===== src/rtl/enytank_spawn_sched_if.sv =====
// Tank-side handshake of the enemy spawn scheduler: the alive flags coming back from the
// four enemy tanks and the one-hot resurrection enable going out to them.
interface enytank_spawn_sched_if;
  logic [3:0] tank_state;
  logic [3:0] tank_en;

  // Scheduler side: watches alive flags, drives resurrection enables.
  modport master (
    input  tank_state,
    output tank_en
  );

  // Tank side: reports alive flags, receives resurrection enables.
  modport slave (
    output tank_state,
    input  tank_en
  );
endinterface


===== src/rtl/enytank_spawn_sched.sv =====
// Enemy tank respawn scheduler. Waits respawn_delay game ticks (paused while the reward
// freeze is active), picks the next dead tank round-robin and holds its resurrection
// enable until the tank reports alive or ACK_TIMEOUT ticks pass.
// ACK_TIMEOUT must be at least 1.
module enytank_spawn_sched #(
  parameter int unsigned ACK_TIMEOUT = 8
) (
  input  logic                  clk,
  input  logic                  rst,
  input  logic                  enable,
  input  logic                  tick,
  input  logic                  reward_frozen,
  input  logic [2:0]            max_alive,
  input  logic [3:0]            respawn_delay,
  enytank_spawn_sched_if.master tank_io,
  output logic                  busy,
  output logic [2:0]            alive_cnt,
  output logic [7:0]            spawn_total,
  output logic                  timeout_err
);

  localparam int unsigned TmoW = ($clog2(ACK_TIMEOUT + 1) < 1) ? 1 : $clog2(ACK_TIMEOUT + 1);
  localparam logic [TmoW-1:0] TmoLimit = TmoW'(ACK_TIMEOUT);

  typedef enum logic [1:0] {StIdle, StDelay, StSelect, StGrant} state_e;

  state_e          state_q, state_d;
  logic [3:0]      dly_q, dly_d;
  logic [TmoW-1:0] tmo_q, tmo_d;
  logic [1:0]      ptr_q, ptr_d;
  logic [1:0]      idx_q, idx_d;
  logic [2:0]      alive_cnt_q, alive_cnt_d;
  logic [7:0]      spawn_total_q, spawn_total_d;
  logic            timeout_err_q, timeout_err_d;

  logic [2:0]      limit;
  logic            spawn_ok;
  logic            sel_found;
  logic [1:0]      sel_idx;
  logic [1:0]      cand;

  // Alive popcount, clamped limit and round-robin search for the next dead tank.
  always_comb begin
    alive_cnt_d = '0;
    for (int i = 0; i < 4; i++) begin
      alive_cnt_d = alive_cnt_d + 3'(tank_io.tank_state[i]);
    end

    limit    = (max_alive > 3'd4) ? 3'd4 : max_alive;
    spawn_ok = enable && (alive_cnt_q < limit) && (tank_io.tank_state != 4'hF);

    // Search order ptr+1, ptr+2, ptr+3, ptr; k=4 truncates back to ptr itself.
    sel_found = 1'b0;
    sel_idx   = ptr_q;
    cand      = '0;
    for (int k = 1; k <= 4; k++) begin
      cand = ptr_q + 2'(k);
      if (!sel_found && !tank_io.tank_state[cand]) begin
        sel_found = 1'b1;
        sel_idx   = cand;
      end
    end
  end

  // Next-state logic for the spawn FSM and its counters.
  always_comb begin
    state_d       = state_q;
    dly_d         = dly_q;
    tmo_d         = tmo_q;
    ptr_d         = ptr_q;
    idx_d         = idx_q;
    spawn_total_d = spawn_total_q;
    timeout_err_d = timeout_err_q;

    if (!enable) begin
      // Leaving game mode wipes the round but keeps the sticky error visible.
      state_d       = StIdle;
      dly_d         = '0;
      tmo_d         = '0;
      ptr_d         = 2'd3;
      spawn_total_d = '0;
    end else begin
      unique case (state_q)
        StIdle: begin
          if (spawn_ok) begin
            if (respawn_delay == 4'd0) begin
              state_d = StSelect;
            end else begin
              state_d = StDelay;
              dly_d   = respawn_delay;
            end
          end
        end
        StDelay: begin
          if (dly_q == 4'd0) begin
            state_d = StSelect;
          end else if (tick && !reward_frozen) begin
            dly_d = dly_q - 4'd1;
          end
        end
        StSelect: begin
          // alive_cnt may have moved since IDLE, so the limit is checked again.
          if (sel_found && (alive_cnt_q < limit)) begin
            state_d = StGrant;
            idx_d   = sel_idx;
            tmo_d   = '0;
          end else begin
            state_d = StIdle;
          end
        end
        StGrant: begin
          // Ack is tested first so it wins over a coincident final timeout tick.
          if (tank_io.tank_state[idx_q]) begin
            state_d = StIdle;
            ptr_d   = idx_q;
            if (spawn_total_q != 8'hFF) begin
              spawn_total_d = spawn_total_q + 8'd1;
            end
          end else if (tick) begin
            if (tmo_q >= TmoLimit - TmoW'(1)) begin
              state_d       = StIdle;
              tmo_d         = TmoLimit;
              timeout_err_d = 1'b1;
              ptr_d         = idx_q;
            end else begin
              tmo_d = tmo_q + TmoW'(1);
            end
          end
        end
        default: state_d = StIdle;
      endcase
    end
  end

  // State and counter registers with synchronous reset.
  always_ff @(posedge clk) begin
    if (rst) begin
      state_q       <= StIdle;
      dly_q         <= '0;
      tmo_q         <= '0;
      ptr_q         <= 2'd3;
      idx_q         <= '0;
      alive_cnt_q   <= '0;
      spawn_total_q <= '0;
      timeout_err_q <= 1'b0;
    end else begin
      state_q       <= state_d;
      dly_q         <= dly_d;
      tmo_q         <= tmo_d;
      ptr_q         <= ptr_d;
      idx_q         <= idx_d;
      alive_cnt_q   <= alive_cnt_d;
      spawn_total_q <= spawn_total_d;
      timeout_err_q <= timeout_err_d;
    end
  end

  // Enable decoded from the registered state so reset drops it on the same edge.
  assign tank_io.tank_en = (state_q == StGrant) ? (4'b0001 << idx_q) : 4'b0000;
  assign busy            = (state_q != StIdle);
  assign alive_cnt       = alive_cnt_q;
  assign spawn_total     = spawn_total_q;
  assign timeout_err     = timeout_err_q;

endmodule

===== src/flat_wrapper.sv =====
// flat-port wrapper written by rule: the top's interface ports become plain ports
module enytank_spawn_sched_flat 
#(
  parameter int unsigned ACK_TIMEOUT = 8
)
  (clk, rst, enable, tick, reward_frozen, max_alive, respawn_delay, busy, alive_cnt, spawn_total, timeout_err, tank_io_tank_state, tank_io_tank_en);
  enytank_spawn_sched_if tank_io_i ();
  input  logic clk;
  input  logic rst;
  input  logic enable;
  input  logic tick;
  input  logic reward_frozen;
  input  logic [2:0] max_alive;
  input  logic [3:0] respawn_delay;
  output logic busy;
  output logic [2:0] alive_cnt;
  output logic [7:0] spawn_total;
  output logic timeout_err;
  input wire logic [$bits(tank_io_i.tank_state)-1:0] tank_io_tank_state;
  output wire logic [$bits(tank_io_i.tank_en)-1:0] tank_io_tank_en;
  assign tank_io_i.tank_state = tank_io_tank_state;
  assign tank_io_tank_en = tank_io_i.tank_en;
  enytank_spawn_sched #(.ACK_TIMEOUT(ACK_TIMEOUT)) u_core (.clk(clk), .rst(rst), .enable(enable), .tick(tick), .reward_frozen(reward_frozen), .max_alive(max_alive), .respawn_delay(respawn_delay), .tank_io(tank_io_i), .busy(busy), .alive_cnt(alive_cnt), .spawn_total(spawn_total), .timeout_err(timeout_err));
endmodule

===== config.mk =====
export PLATFORM = sky130hd
export DESIGN_NAME = enytank_spawn_sched_flat
export DESIGN_NICKNAME = d
export VERILOG_FILES = /design/src/rtl/enytank_spawn_sched_if.sv /design/src/rtl/enytank_spawn_sched.sv /design/src/flat_wrapper.sv
export SDC_FILE = /design/constraint.sdc
export NUM_CORES = 1
export LEC_CHECK = 0
export ABC_CLOCK_PERIOD_IN_PS = 6000
export CORE_ASPECT_RATIO = 0.6
export CORE_MARGIN = 2
export CORE_UTILIZATION = 45
export CTS_CLUSTER_SIZE = 12
export DETAILED_ROUTE_END_ITERATION = 6
export HOLD_SLACK_MARGIN = 0.08
export PLACE_DENSITY = 0.72
export REMOVE_ABC_BUFFERS = 1
export SKIP_LAST_GASP = 1
export SLEW_MARGIN = 20
export SYNTH_ARGS = -nofsm -noshare
export SYNTH_HDL_FRONTEND = slang
export SYNTH_SLANG_ARGS = --single-unit

===== constraint.sdc =====
create_clock -name clk -period 6 [get_ports clk]
set_input_delay 1.2 -clock clk [delete_from_list [all_inputs] [get_ports clk]]
set_output_delay 1.2 -clock clk [all_outputs]
set_load 0.02 [all_outputs]

==> impl_results.md <==
* Outcome: completed
* Setup Buffers After CTS at 0
* Post-route DRC at 0
* Async S/R FF share, synth at 0%
* Slowest-stage cell, CP: clkdlybuf4s50_1
* Clock sink count at 26
* Post-synthesis sequential area ratio at 33.7%
* Initial antenna violation count at 0
* Synthesized area per cell at 8.26 um2
* FP Rows at 16
* FF-to-FF Start: u_core.idx_q[1]
* Synth Register Bits at 26
* Max rail drop VDD at 144 uV
* Worst setup startpoint: max_alive[2]
* Total grt overflow at 0
* Setup-failing EPs final at 0
* Most used cell, CP: nand2_1
* Root Driver: clkbuf_8
* Die ar. at 3930 um2
* Tmin final at about 3000 ps
* Post-synth EDFFs at 0
* Clock-pin slew on the worst setup and hold paths at 90 ps
* Layout net count at between 200 and 250
* CP Max Fanout at 4
* Worst hold start: u_core.timeout_err
* CTS Buffer Depth at 2
* Resize count post-CTS at 0
* Synth Warn # at 0
* Final Skew at 2.08 ps
* Die width at between 70 and 80 um
* MaxCap Viol Count at 0
* First-pass GRT wire length at 6.07 mm
* Final period utilization at around half
* Area contributors post-synth: dfxtp_1 (34%), nor2_1 (5.8%), ha_1 (5.7%)
* Worst path cell trace: clkdlybuf4s50_1 -> inv_2 -> nand2_1 -> ha_1 -> o21ai_1 -> a31oi_1 -> o32ai_2 -> nand2_1 -> a311o_1
* Cell Area, Synth at 1550 um2
* Core Region at 3260 um2
* Commonest non-fill, non-tap cell in the layout: clkdlybuf4s50_1
* Crit. End Element: flip-flop
* Vias in the first global route at 1329
* Final WS setup at 2970 ps
* Cts-stage hold buffer count at 0
* Leakage power at roughly 0.75 nW
* Placer Congestion at around 0.84
* Crit-path max cell delay at 410 ps
* Die Ht at approximately 50 um
* Hold WC Path Type: reg2reg
* Syn Inst Count at 187
* Clk_lat worst skew at approximately 270 ps
* Area leader, netlist: dfxtp_1
* Max Fclk at around 0.33 GHz
* Critical path arrival at 3190 ps
* Diode count at 0
* Routed Antenna Nets at 0
* Worst-Margin Slew at 648 ps
* Routed wire length at 3.63 mm
* Relative slew slack at 56.4%
* Largest net degree at the start of global routing at 16
* Critical Path RT at roughly 6200 ps
* Via-to-Cell Ratio at 5.49
* Worst setup SP type: input pin
* Port-buffer cells at 32
* Layout cell share with drive strength beyond 1 at 6.36%
* Layout area overhead at 27.1%
* Final hold violation count at 0
* Setup TNS at 0 ps
* Num CTS Buffers at 3
* Hold Path Stages at 2
* Initial DRC Count at 100
* First-pass DRT Iterations at 5
* Kind of critical path: in2reg
* DR vias at 1455
* Placement Setup Slack at 2720 ps
* DP HPWL at 2.83 mm
* Main flop type after synthesis: dfxtp_1
* Total GRT Usage at 19.5%
* CTS tree: done
* Pwr/cell area at roughly 180 nW/um2
* FF-to-FF path depth at 4
* Boundary Pins at 33
* Most frequent cells in the layout: clkdlybuf4s50_1 (32), dfxtp_1 (26), nor2_1 (24)
* Unique cell type count in the Yosys netlist at 48
* Slew Viols, Final at 0
* Share of the synthesized area in the top cell type at 33.7%
* CTS HTree Levels at 1
* Fin util at 60.2%
* Routed len/inst at 13.7 um
* Unrepaired setup endpoints after global routing: false
* Starting Density at between 40% and 50%
-- registers in the layout, indices dropped and copies added, names as in the netlist --
register            count
u_core.idx_q            2
u_core.tmo_q            4
u_core.timeout_err      1
u_core.dly_q            4
u_core.ptr_q            2
u_core.state_q          2
u_core.spawn_total      8
u_core.alive_cnt        3
-- worst max-delay path: cells and delay by family --
| kind | cells | cell delay, ps |
|---|---|---|
| buffers and inverters | 2 | 480 |
| AND/OR/NAND/NOR | 2 | 240 |
| adder cells (fa/ha/maj) | 1 | 260 |
| AO/OA/AOI/OAI | 4 | 1000 |
-- Yosys cell counts, types with 2 or more instances --
cell and count:
nor2b_1 6, dfxtp_1 26, xnor2_1 6, mux2i_1 6, ha_1 7, nand2_1 23, a2111o_1 2, o21ai_1 2
a21o_1 2, nor3_1 6, nand3_1 5, nor4_1 3, inv_1 9, nand2b_1 3, a31oi_1 3, nor4b_1 2
and3_1 2, o21a_1 2, o21ai_0 6, clkbuf_1 2, a21oi_2 2, nand4_1 2, or3_1 4, nor2_1 24
a21oi_1 9
-- power breakdown --
group / leakage (nW) / switching, mW / internal (mW)
Combinational: 0.515 / 0.0339 / 0.0300
Sequential: 0.210 / 0.00312 / 0.176
Clock: 0.0288 / 0.0530 / 0.0586
-- metrics by stage --
step	cell area (um2)	power (mW)	std cells	hold WS (ps)
after floorplan	1530	0.220	184	455
after CTS	1960	0.357	265	494
after global routing	1960	0.372	265	530
final	1960	0.355	265	481
after global placement	1910	0.245	261	457
after detailed placement	1910	0.247	261	472
-- layout make-up --
| cell class | instances | area, um2 |
|---|---|---|
| Inverter | 10 | 37.5 |
| Tap cell | 45 | 56.3 |
| Timing Repair Buffer | 32 | 320 |
| Clock buffer | 4 | 55.1 |
| Sequential cell | 26 | 520 |
| Fill cell | 302 | 1300 |
| Multi-Input combinational cell | 148 | 975 |
-- final timing paths --
kind	slack, ps	to
min	480	u_core.timeout_err
min reg2reg	480	u_core.timeout_err
max reg2reg	4020	u_core.tmo_q[2]
max	2970	u_core.tmo_q[2]
-- cells by family (layout without fill, tap and decap cells) --
| family | Yosys count | in the layout | share of synthesized area (%) |
|---|---|---|---|
| AOI/OAI and AO/OA | 39 | 39 | 18.3 |
| xor gates and xnor gates | 7 | 7 | 3.97 |
| buffers and inverters | 13 | 46 | 3.24 |
| adders and majority gates | 8 | 8 | 6.96 |
| DFF | 26 | 26 | 33.7 |
| and+or+nand+nor | 86 | 86 | 27.8 |
| muxes | 8 | 8 | 6.07 |
-- routing by layer --
metal | vias to the layer above | part of all wire (%) | global-route usage (%)
li1 | 737 | - | -
met1 | 672 | 49 | 28.1
met2 | 42 | 43 | 29.8
met3 | 4 | 7.0 | 5.37
met4 | 0 | 0.52 | 2.59
met5 | - | 0 | 0
(Power assumes the default switching activity.)
